<file path="src/rtl/fire_scheduler_if.sv">
// Fire-request side and bullet-engine side of the shared fire scheduler.
// The master drives requests and pool state; the slave (scheduler) drives launches.
interface fire_scheduler_if #(
    parameter int NUM_REQ     = 2,
    parameter int MAX_BULLETS = 8,
    parameter int AW          = 2
);
    logic                     game_over;
    logic [NUM_REQ-1:0]       req;
    logic [2*NUM_REQ-1:0]     req_dir;
    logic [10*NUM_REQ-1:0]    req_x;
    logic [10*NUM_REQ-1:0]    req_y;
    logic [MAX_BULLETS-1:0]   active_mask;
    logic                     fire;
    logic [1:0]               bullet_dir;
    logic [9:0]               init_x;
    logic [9:0]               init_y;
    logic [NUM_REQ-1:0]       grant;
    logic [AW*NUM_REQ-1:0]    ammo;
    logic                     busy;

    modport master (
        output game_over, req, req_dir, req_x, req_y, active_mask,
        input  fire, bullet_dir, init_x, init_y, grant, ammo, busy
    );

    modport slave (
        input  game_over, req, req_dir, req_x, req_y, active_mask,
        output fire, bullet_dir, init_x, init_y, grant, ammo, busy
    );
endinterface

</file>
<file path="src/rtl/fire_scheduler.sv">
// Shares one bullet engine among NUM_REQ requesters: edge-detected requests,
// round-robin arbitration, per-requester cooldown and a reloading ammo magazine.
//
// state  | meaning
// IDLE   | waiting for a pending request and a free pool slot
// ISSUE  | one-cycle fire strobe for the registered winner
// SETTLE | lets active_mask pick up the new bullet before re-arbitrating
module fire_scheduler #(
    parameter int NUM_REQ       = 2,
    parameter int MAX_BULLETS   = 8,
    parameter int MAX_AMMO      = 3,
    parameter int COOLDOWN      = 20,
    parameter int RELOAD_CYCLES = 64
) (
    input  logic            clk,
    input  logic            reset,
    fire_scheduler_if.slave bus
);
    localparam int AW = $clog2(MAX_AMMO + 1);
    localparam int CW = (COOLDOWN > 0) ? $clog2(COOLDOWN + 1) : 1;
    localparam int RW = (RELOAD_CYCLES > 1) ? $clog2(RELOAD_CYCLES) : 1;
    localparam int PW = (NUM_REQ > 1) ? $clog2(NUM_REQ) : 1;

    typedef enum logic [1:0] {IDLE, ISSUE, SETTLE} state_t;

    state_t             state, state_d;
    logic [PW-1:0]      win, win_d, arb_win, rr_ptr;
    logic               arb_found, load;
    logic [NUM_REQ-1:0] req_prev, pending, pend_d, shot, tc;
    logic [AW-1:0]      ammo_q [NUM_REQ];
    logic [CW-1:0]      cd_q   [NUM_REQ];
    logic [RW-1:0]      rl_q   [NUM_REQ];
    logic [1:0]         dir_q, sel_dir;
    logic [9:0]         x_q, y_q, sel_x, sel_y;

    // First pending index at or after rr_ptr, wrapping modulo NUM_REQ.
    always_comb begin
        arb_found = 1'b0;
        arb_win   = '0;
        for (int k = 0; k < NUM_REQ; k++) begin
            for (int i = 0; i < NUM_REQ; i++) begin
                if (!arb_found && pending[i] && (i == (int'(rr_ptr) + k) % NUM_REQ)) begin
                    arb_found = 1'b1;
                    arb_win   = PW'(i);
                end
            end
        end
        sel_dir = '0;
        sel_x   = '0;
        sel_y   = '0;
        for (int i = 0; i < NUM_REQ; i++) begin
            if (arb_win == PW'(i)) begin
                sel_dir = bus.req_dir[2*i +: 2];
                sel_x   = bus.req_x[10*i +: 10];
                sel_y   = bus.req_y[10*i +: 10];
            end
        end
    end

    always_comb begin
        state_d = state;
        win_d   = win;
        load    = 1'b0;
        case (state)
            IDLE: begin
                if (!bus.game_over && arb_found && !(&bus.active_mask)) begin
                    state_d = ISSUE;
                    win_d   = arb_win;
                    load    = 1'b1;
                end
            end
            ISSUE:   state_d = SETTLE;
            SETTLE:  state_d = IDLE;
            default: state_d = IDLE;
        endcase
    end

    always_comb begin
        shot   = '0;
        tc     = '0;
        pend_d = pending;
        for (int i = 0; i < NUM_REQ; i++) begin
            shot[i] = (state == ISSUE) && (win == PW'(i));
            tc[i]   = !bus.game_over && (ammo_q[i] != AW'(MAX_AMMO))
                      && (rl_q[i] == RW'(RELOAD_CYCLES - 1));
            if (bus.game_over)
                pend_d[i] = 1'b0;
            else if (bus.req[i] && !req_prev[i] && (ammo_q[i] != '0) && (cd_q[i] == '0))
                pend_d[i] = 1'b1;
            if (shot[i])
                pend_d[i] = 1'b0;
        end
    end

    always_comb begin
        bus.fire  = (state == ISSUE);
        bus.busy  = (state != IDLE);
        bus.grant = shot;
        bus.ammo  = '0;
        for (int i = 0; i < NUM_REQ; i++)
            bus.ammo[AW*i +: AW] = ammo_q[i];
    end

    assign bus.bullet_dir = dir_q;
    assign bus.init_x     = x_q;
    assign bus.init_y     = y_q;

    always_ff @(posedge clk or posedge reset) begin
        if (reset) begin
            state    <= IDLE;
            win      <= '0;
            rr_ptr   <= '0;
            req_prev <= '0;
            pending  <= '0;
            dir_q    <= '0;
            x_q      <= '0;
            y_q      <= '0;
            for (int i = 0; i < NUM_REQ; i++) begin
                ammo_q[i] <= AW'(MAX_AMMO);
                cd_q[i]   <= '0;
                rl_q[i]   <= '0;
            end
        end else begin
            state    <= state_d;
            win      <= win_d;
            req_prev <= bus.req;
            pending  <= pend_d;
            if (load) begin
                dir_q <= sel_dir;
                x_q   <= sel_x;
                y_q   <= sel_y;
            end
            if (state == ISSUE)
                rr_ptr <= (win == PW'(NUM_REQ - 1)) ? '0 : win + PW'(1);
            // A shot restarts the reload delay, so reload is timed from the last shot.
            for (int i = 0; i < NUM_REQ; i++) begin
                if (shot[i] && !tc[i] && (ammo_q[i] != '0))
                    ammo_q[i] <= ammo_q[i] - AW'(1);
                else if (tc[i] && !shot[i])
                    ammo_q[i] <= ammo_q[i] + AW'(1);

                if (shot[i] || tc[i] || (ammo_q[i] == AW'(MAX_AMMO)))
                    rl_q[i] <= '0;
                else if (!bus.game_over)
                    rl_q[i] <= rl_q[i] + RW'(1);

                if (shot[i])
                    cd_q[i] <= CW'(COOLDOWN);
                else if (!bus.game_over && (cd_q[i] != '0))
                    cd_q[i] <= cd_q[i] - CW'(1);
            end
        end
    end
endmodule

</file>
<file path="src/flat_wrapper.sv">
// flat-port wrapper written by rule: the top's interface ports become plain ports
module fire_scheduler_flat 
#(
    parameter int NUM_REQ       = 2,
    parameter int MAX_BULLETS   = 8,
    parameter int MAX_AMMO      = 3,
    parameter int COOLDOWN      = 20,
    parameter int RELOAD_CYCLES = 64
)
  (clk, reset, bus_game_over, bus_req, bus_req_dir, bus_req_x, bus_req_y, bus_active_mask, bus_fire, bus_bullet_dir, bus_init_x, bus_init_y, bus_grant, bus_ammo, bus_busy);
  fire_scheduler_if #(.NUM_REQ(NUM_REQ), .MAX_BULLETS(MAX_BULLETS), .AW(2)) bus_i ();
  input  logic clk;
  input  logic reset;
  input wire logic [$bits(bus_i.game_over)-1:0] bus_game_over;
  input wire logic [$bits(bus_i.req)-1:0] bus_req;
  input wire logic [$bits(bus_i.req_dir)-1:0] bus_req_dir;
  input wire logic [$bits(bus_i.req_x)-1:0] bus_req_x;
  input wire logic [$bits(bus_i.req_y)-1:0] bus_req_y;
  input wire logic [$bits(bus_i.active_mask)-1:0] bus_active_mask;
  output wire logic [$bits(bus_i.fire)-1:0] bus_fire;
  output wire logic [$bits(bus_i.bullet_dir)-1:0] bus_bullet_dir;
  output wire logic [$bits(bus_i.init_x)-1:0] bus_init_x;
  output wire logic [$bits(bus_i.init_y)-1:0] bus_init_y;
  output wire logic [$bits(bus_i.grant)-1:0] bus_grant;
  output wire logic [$bits(bus_i.ammo)-1:0] bus_ammo;
  output wire logic [$bits(bus_i.busy)-1:0] bus_busy;
  assign bus_i.game_over = bus_game_over;
  assign bus_i.req = bus_req;
  assign bus_i.req_dir = bus_req_dir;
  assign bus_i.req_x = bus_req_x;
  assign bus_i.req_y = bus_req_y;
  assign bus_i.active_mask = bus_active_mask;
  assign bus_fire = bus_i.fire;
  assign bus_bullet_dir = bus_i.bullet_dir;
  assign bus_init_x = bus_i.init_x;
  assign bus_init_y = bus_i.init_y;
  assign bus_grant = bus_i.grant;
  assign bus_ammo = bus_i.ammo;
  assign bus_busy = bus_i.busy;
  fire_scheduler #(.NUM_REQ(NUM_REQ), .MAX_BULLETS(MAX_BULLETS), .MAX_AMMO(MAX_AMMO), .COOLDOWN(COOLDOWN), .RELOAD_CYCLES(RELOAD_CYCLES)) u_core (.clk(clk), .reset(reset), .bus(bus_i));
endmodule
</file>
<file path="config.mk">
export PLATFORM = sky130hd
export DESIGN_NAME = fire_scheduler_flat
export DESIGN_NICKNAME = d
export VERILOG_FILES = /design/src/rtl/fire_scheduler_if.sv /design/src/rtl/fire_scheduler.sv /design/src/flat_wrapper.sv
export SDC_FILE = /design/constraint.sdc
export NUM_CORES = 1
export LEC_CHECK = 0
export BUFFER_PORTS_ARGS = -buffer_cell sky130_fd_sc_hd__buf_2
export CAP_MARGIN = 10
export CORE_ASPECT_RATIO = 2
export CORE_MARGIN = 2
export CORE_UTILIZATION = 41
export CTS_CLUSTER_SIZE = 24
export DETAILED_ROUTE_END_ITERATION = 8
export HOLD_SLACK_MARGIN = 0.15
export PLACE_DENSITY = 0.71
export REMOVE_ABC_BUFFERS = 1
export SLEW_MARGIN = 5
export SYNTH_ARGS = -nofsm -noshare
export SYNTH_HDL_FRONTEND = slang
export SYNTH_SLANG_ARGS = --single-unit
</file>
<file path="constraint.sdc">
create_clock -name clk -period 3.45 [get_ports clk]
set_input_delay 0.1725 -clock clk [delete_from_list [all_inputs] [get_ports clk]]
set_output_delay 0.1725 -clock clk [all_outputs]
set_load 0.02 [all_outputs]
</file>
# Word-level counts from Yosys, hierarchy flattened
# Index checks and enable logic that the tools add are counted.
[op_classes] n_addsub=10 n_eq_ne=11 n_mux=33 bitwise=2 n_reduce_logical=62
[ops] operator="zero test 32 bit" n=2
[ops] operator="logical AND 1 bit" n=29
[ops] operator="2-to-1 mux 6 bit" n=4
[ops] operator="2-to-1 mux 10 bit" n=2
[ops] operator="2-to-1 mux 5 bit" n=4
[ops] operator="2-to-1 mux 1 bit" n=16
[ops] operator="nonzero test 2 bit" n=7
[ops] operator="adder 6 x 1 -> 6 bit (second input constant)" n=2
[ops] operator="equality test 6 bit (second input constant)" n=2
[ops] operator="2-to-1 mux 2 bit" n=6
[ops] operator="zero test 1 bit" n=11
[ops] operator="zero test 5 bit" n=2
[ops] operator="nonzero test 5 bit" n=2
[ops] operator="subtractor 5 x 1 -> 5 bit (second input constant)" n=2
[ops] operator="AND reduction 8 bit" n=1
[ops] operator="inequality test 2 x 1 -> 1 bit (second input constant)" n=3
[ops] operator="nonzero test 3 bit" n=2
[ops] operator="adder 2 x 1 -> 2 bit (second input constant)" n=2
[ops] operator="equality test 2 bit (second input constant)" n=2
[ops] operator="logical OR 1 bit" n=4
[ops] operator="inequality test 2 bit (second input constant)" n=2
[ops] operator="case mux 2 bit (2 select lines)" n=1
[ops] operator="subtractor 2 x 1 -> 2 bit (second input constant)" n=2
[ops] operator="adder 1 bit (second input constant)" n=2
[ops] operator="other kinds (6)" n=6
[totals] reg_bits=56 inputBits=57 output_inout_bits=30 word_cells=133

# Depth between registers and ports, before layout
[depth] depth_word=19 ltp_mapped=6

# Least setup slack after synthesis
# No wires, ideal clock.
[synth_timing] path_kind="flip-flop to flip-flop" from="reg u_core.state[1]" to="reg u_core.ammo_q (netlist bit u_core.bus.ammo[3])" setup_time_ps=80 arrival_ps=1601 required_ps=3370 setup_slack_ps=1770 path_stages_with_launch=7 path_buffers=1 path_cell_list="dfrtp_1 > nor2b_1 > nand2_1 > inv_1 > buf_2 > a21boi_0 > o22a_1"
[synth_between] elab_chain_cells=5 word_cells_on_any_way=8 cone_classes="eq/ne (1); mux (1); reduce/logical (6)"
[synth_rtl] element="start, declared" line="fire_scheduler.sv:26" rtl="state_t state, state_d;"
[synth_rtl] element="start signal, assigned" line="fire_scheduler.sv:124" rtl="state <= state_d;"
[synth_rtl] element="equality test 2 x 1 -> 1 bit (*)"
[synth_rtl] element="net bus_fire" line="flat_wrapper.sv:20" rtl="output wire logic [$bits(bus_i.fire)-1:0] bus_fire;"
[synth_rtl] element="logical AND 1 bit (*)" line="fire_scheduler.sv:83" rtl="shot[i] = (state == ISSUE) && (win == PW'(i));"
[synth_rtl] element="net bus_grant[1]" line="flat_wrapper.sv:24" rtl="output wire logic [$bits(bus_i.grant)-1:0] bus_grant;"
[synth_rtl] element="logical AND 1 bit or zero test 1 bit (tied branches)" line="fire_scheduler.sv:137, fire_scheduler.sv:139"
[synth_rtl] element="logical AND 1 bit, on equally long branches" line="fire_scheduler.sv:137, fire_scheduler.sv:139"
[synth_rtl] element="2-to-1 mux 2 bit or nonzero test 2 bit (tied branches)"
[synth_rtl] element="end signal, assigned by index" line="fire_scheduler.sv:119" rtl="ammo_q[i] <= AW'(MAX_AMMO);"
[synth_rtl] element="end signal, assigned by index" line="fire_scheduler.sv:138" rtl="ammo_q[i] <= ammo_q[i] - AW'(1);"
[synth_rtl] element="end signal, assigned by index" line="fire_scheduler.sv:140" rtl="ammo_q[i] <= ammo_q[i] + AW'(1);"
[synth_rtl] element="end, declared" line="fire_scheduler.sv:30" rtl="logic [AW-1:0] ammo_q [NUM_REQ];"
# Mark *: on every way through the listed nets, which the timed path passes. The rest lies on a longest branch.
# A chain may end at the register's enable or synchronous reset.

# Worst setup path after layout
[layout_timing] from="reg u_core.state[1]" to="out bus_grant[1]"
[layout_between] elab_chain_cells=2
[layout_rtl] element="equality test 2 x 1 -> 1 bit" line="fire_scheduler.sv:83"
[layout_rtl] element="logical AND 1 bit" line="fire_scheduler.sv:83"
[layout_rtl] element="end, declared" line="flat_wrapper.sv:24"
# Every way passes these cells.

==> flow_summary.ini <==
[clocking]
clock_sinks = 56
cts_tree = yes
clkTransAtPathRegs_ns = 0.07
numCtsBuffers = 5
clockBufferDepth = 2
htreeDepth = 2
cts_root_buf = clkbuf_16
cts_resized = 0
insertion_delay_ns = 0.29

[hold_path]
min_path_cells = 3
hp-start = bus_req_y[16]
hold_end = u_core.bus.init_y[6]$_DFFE_PP0P_
min_path_type = input port to flop

[setup_path]
arrival_ns = 1.65
cp_slowest_cell = dfrtp_1
critPathMaxStageDelay_ns = 0.41
rr_endpoint = u_core.cd_q[6]$_DFFE_PP0P_
crit_required_ns = 3.28
crit_fanout = 11
rr_worst_depth = 5
reg2reg_slack_ns = 1.69
path_cells = nor2b_1 > nand2_1 > inv_1 > buf_2
end_kind = output port
path_class = flop to output port
path_buf_inv = 2
reg2reg_from = u_core.cd_q[5]$_DFFE_PP0P_
cp-start-kind = flop
critPathTopFamily = buffers and inverters

[place]
dp_hpwl_um = 4310
gp_congestion = 0.792
io_buffer_count = 86
place_area_um2 = 3200

[die]
fp.dieH_um = 118
fp.dieW_um = 61.2
start_util = 0.426
core_area_um2 = 6310
dieArea_um2 = 7250
ios = 87
row_count = 41

[sta]
rsz0062_at_grt = false
worst_pin_slew_ns = 0.640
finalHoldViolCount = 0
setup_tns_ns = 0
fin_skew_ns = 0.00374
relSlewSlack = 0.567
slew_viol_final = 0
period_needed_ns = 1.82
fmax_ghz = 0.549
post-route-period-util = 0.528
setup_viol = 0

[grt]
grt_overflow_total = 0
grt_first_pass_wirelength_um = 9540
grt_pass1_vias = 2237
antenna_found_initial = 0
grt_max_degree = 45
grtUsageTotal = 0.170

[synth]
synthCells = 263
synth_top_area_frac = 0.485
ys_ff_latch = 56
yosys_warnings = 0
synth_area_um2 = 2690
syn_area_per_cell_um2 = 10.2
synth_top_area_cell = dfrtp_1
seq_area_frac_synth = 0.524
synth_area_leaders = dfrtp_1 (48%), mux2i_1 (8.9%), o21ai_0 (4.8%)
synth_cell_types = 40

[cells_and_area]
drive_gt1_frac = 0.295
final_area_um2 = 3370
synthToLayoutAreaGrowth_pct = 25.6
num-fill-cells = 620
utilization = 0.535
multi_input_area_um2 = 1190
nets = 414
seqCellArea_um2 = 1410
num_antenna_cells = 0

[route]
vias = 2182
detail-route-antenna-nets = 0
drtIter0Drc = 39
wl_per_cell_um = 12.7
firstDrtPassIters = 4
routed_wl_um = 5580
viasPerCell = 4.98
drc = 0

[power]
ir_drop_v = 0.000390
power_density_nw_per_um2 = 706
power_leakage_uw = 0.00186

[status]
status = complete, no violations

[run]
cap_violations = 0
[how the worst max path moves through the flow]
stage,to,slack (ns),cells past startpoint,startpoint
floorplan,u_core.bus.bullet_dir[0]$_DFFE_PP0P_,1.27,3,bus_active_mask[6]
global placement,u_core.pending[0]$_DFFE_PP0P_,1.81,5,u_core.cd_q[5]$_DFFE_PP0P_
detailed placement,u_core.cd_q[6]$_DFFE_PP0P_,1.72,5,u_core.cd_q[5]$_DFFE_PP0P_
CTS,bus_grant[1],1.62,4,u_core.state[1]$_DFFE_PP0P_
global route,u_core.pending[0]$_DFFE_PP0P_,1.47,5,u_core.cd_q[5]$_DFFE_PP0P_
finish,bus_grant[1],1.63,4,u_core.state[1]$_DFFE_PP0P_
[stage by stage]
stage	total power (µW)	setup slack (ns)	instances	hold slack (ns)
final	2380	1.63	438	0.166
after global routing	2560	1.47	438	0.179
after CTS	2420	1.62	438	0.160
after detailed placement	1900	1.72	427	0.221
after global placement	1850	1.81	427	0.212
after floorplan	1610	1.27	252	0.204
[tightest hold or removal path, stage by stage]
cell     delay, ns
buf_2         0.07
mux2i_1       0.05
o21ai_0       0.12
[cells in the mapped netlist]
cell type	count
dfrtp_1	52
nand2_1	34
o21ai_0	26
mux2i_1	24
nor2_1	24
inv_1	10
xnor2_1	9
buf_2	6
ha_1	6
a21oi_1	5
clkbuf_1	5
nand4_1	5
or3_1	5
xor2_1	5
dfstp_2	4
nor2b_1	4
nor3_1	4
a211oi_1	3
nand3_1	3
nor3b_1	3
and4b_1	2
nand4b_1	2
nor4b_1	2
o211ai_1	2
or4_1	2
or4b_1	2
a211o_1	1
a21boi_0	1
a21boi_1	1
and3b_1	1
clkinv_2	1
nand2b_1	1
o2111ai_1	1
o21ai_2	1
o22a_1	1
o31ai_1	1
or2_0	1
or2_2	1
or3b_1	1
or4b_2	1
[layer usage]
layer  wire, µm  track usage  part of all wire  up-vias
li1           -            -                 -     1081
met4         72       0.0625             0.013        0
met5          0            0                 0        -
met3        252       0.0317             0.045        5
met1       2160        0.188              0.39     1033
met2       3090        0.305              0.55       63
[where the power goes]
group          internal, µW  leakage (µW)  switching (µW)  total, µW
clock                   290     0.0000712             216        506
combinational           321       0.00108             462        782
sequential              913      0.000707             181       1090
[what timing repair did]
item,in CTS,in global routing
hold endpoints to repair,24,0
hold buffers,3,0
setup buffers,0,0
[state kept, by name, summed over array words and instances, names as in the netlist]
| name | count |
|---|---|
| u_core.state | 2 |
| u_core.bus.init_y | 10 |
| u_core.bus.ammo | 4 |
| u_core.rl_q | 12 |
| u_core.bus.bullet_dir | 2 |
| u_core.pending | 2 |
| u_core.bus.init_x | 10 |
| u_core.rr_ptr | 1 |
| u_core.req_prev | 2 |
| u_core.cd_q | 10 |
| u_core.win | 1 |
[cell families after synthesis]
group	share of synthesized area
adder cells (fa/ha/maj)	0.0280
flip-flops	0.524
AO/OA/AOI/OAI	0.0932
buffers and inverters	0.0340
multiplexers	0.0895
XOR/XNOR	0.0457
AND/OR/NAND/NOR	0.186
[cell usage in the layout, fill, tap and decap left out, types with 2 or more instances in the layout]
master         synthesis  final
buf_2                  6     86
dfrtp_1               52     52
nand2_1               34     34
o21ai_0               26     26
nor2_1                24     24
mux2i_1               24     24
xnor2_1                9      9
inv_1                 10      9
ha_1                   6      6
nand4_1                5      5
xor2_1                 5      5
or3_1                  5      5
a21oi_1                5      5
clkbuf_16              0      5
nor3_1                 4      4
nor2b_1                4      4
dfstp_2                4      4
nand3_1                3      3
a211oi_1               3      3
nor3b_1                3      3
dlygate4sd3_1          0      3
buf_4                  0      3
and4b_1                2      2
nor4b_1                2      2
o211ai_1               2      2
or4_1                  2      2
nand4b_1               2      2
or4b_1                 2      2
clkbuf_1               5      2
[cell type report]
type	count	share of cell area
timing repair buffer	92	0.143
clock buffer	8	0.0434
multi-input combinational	185	0.352
sequential	56	0.417
inverter	11	0.0126
tap	86	0.0319
Power figures use the tool's default switching activity.
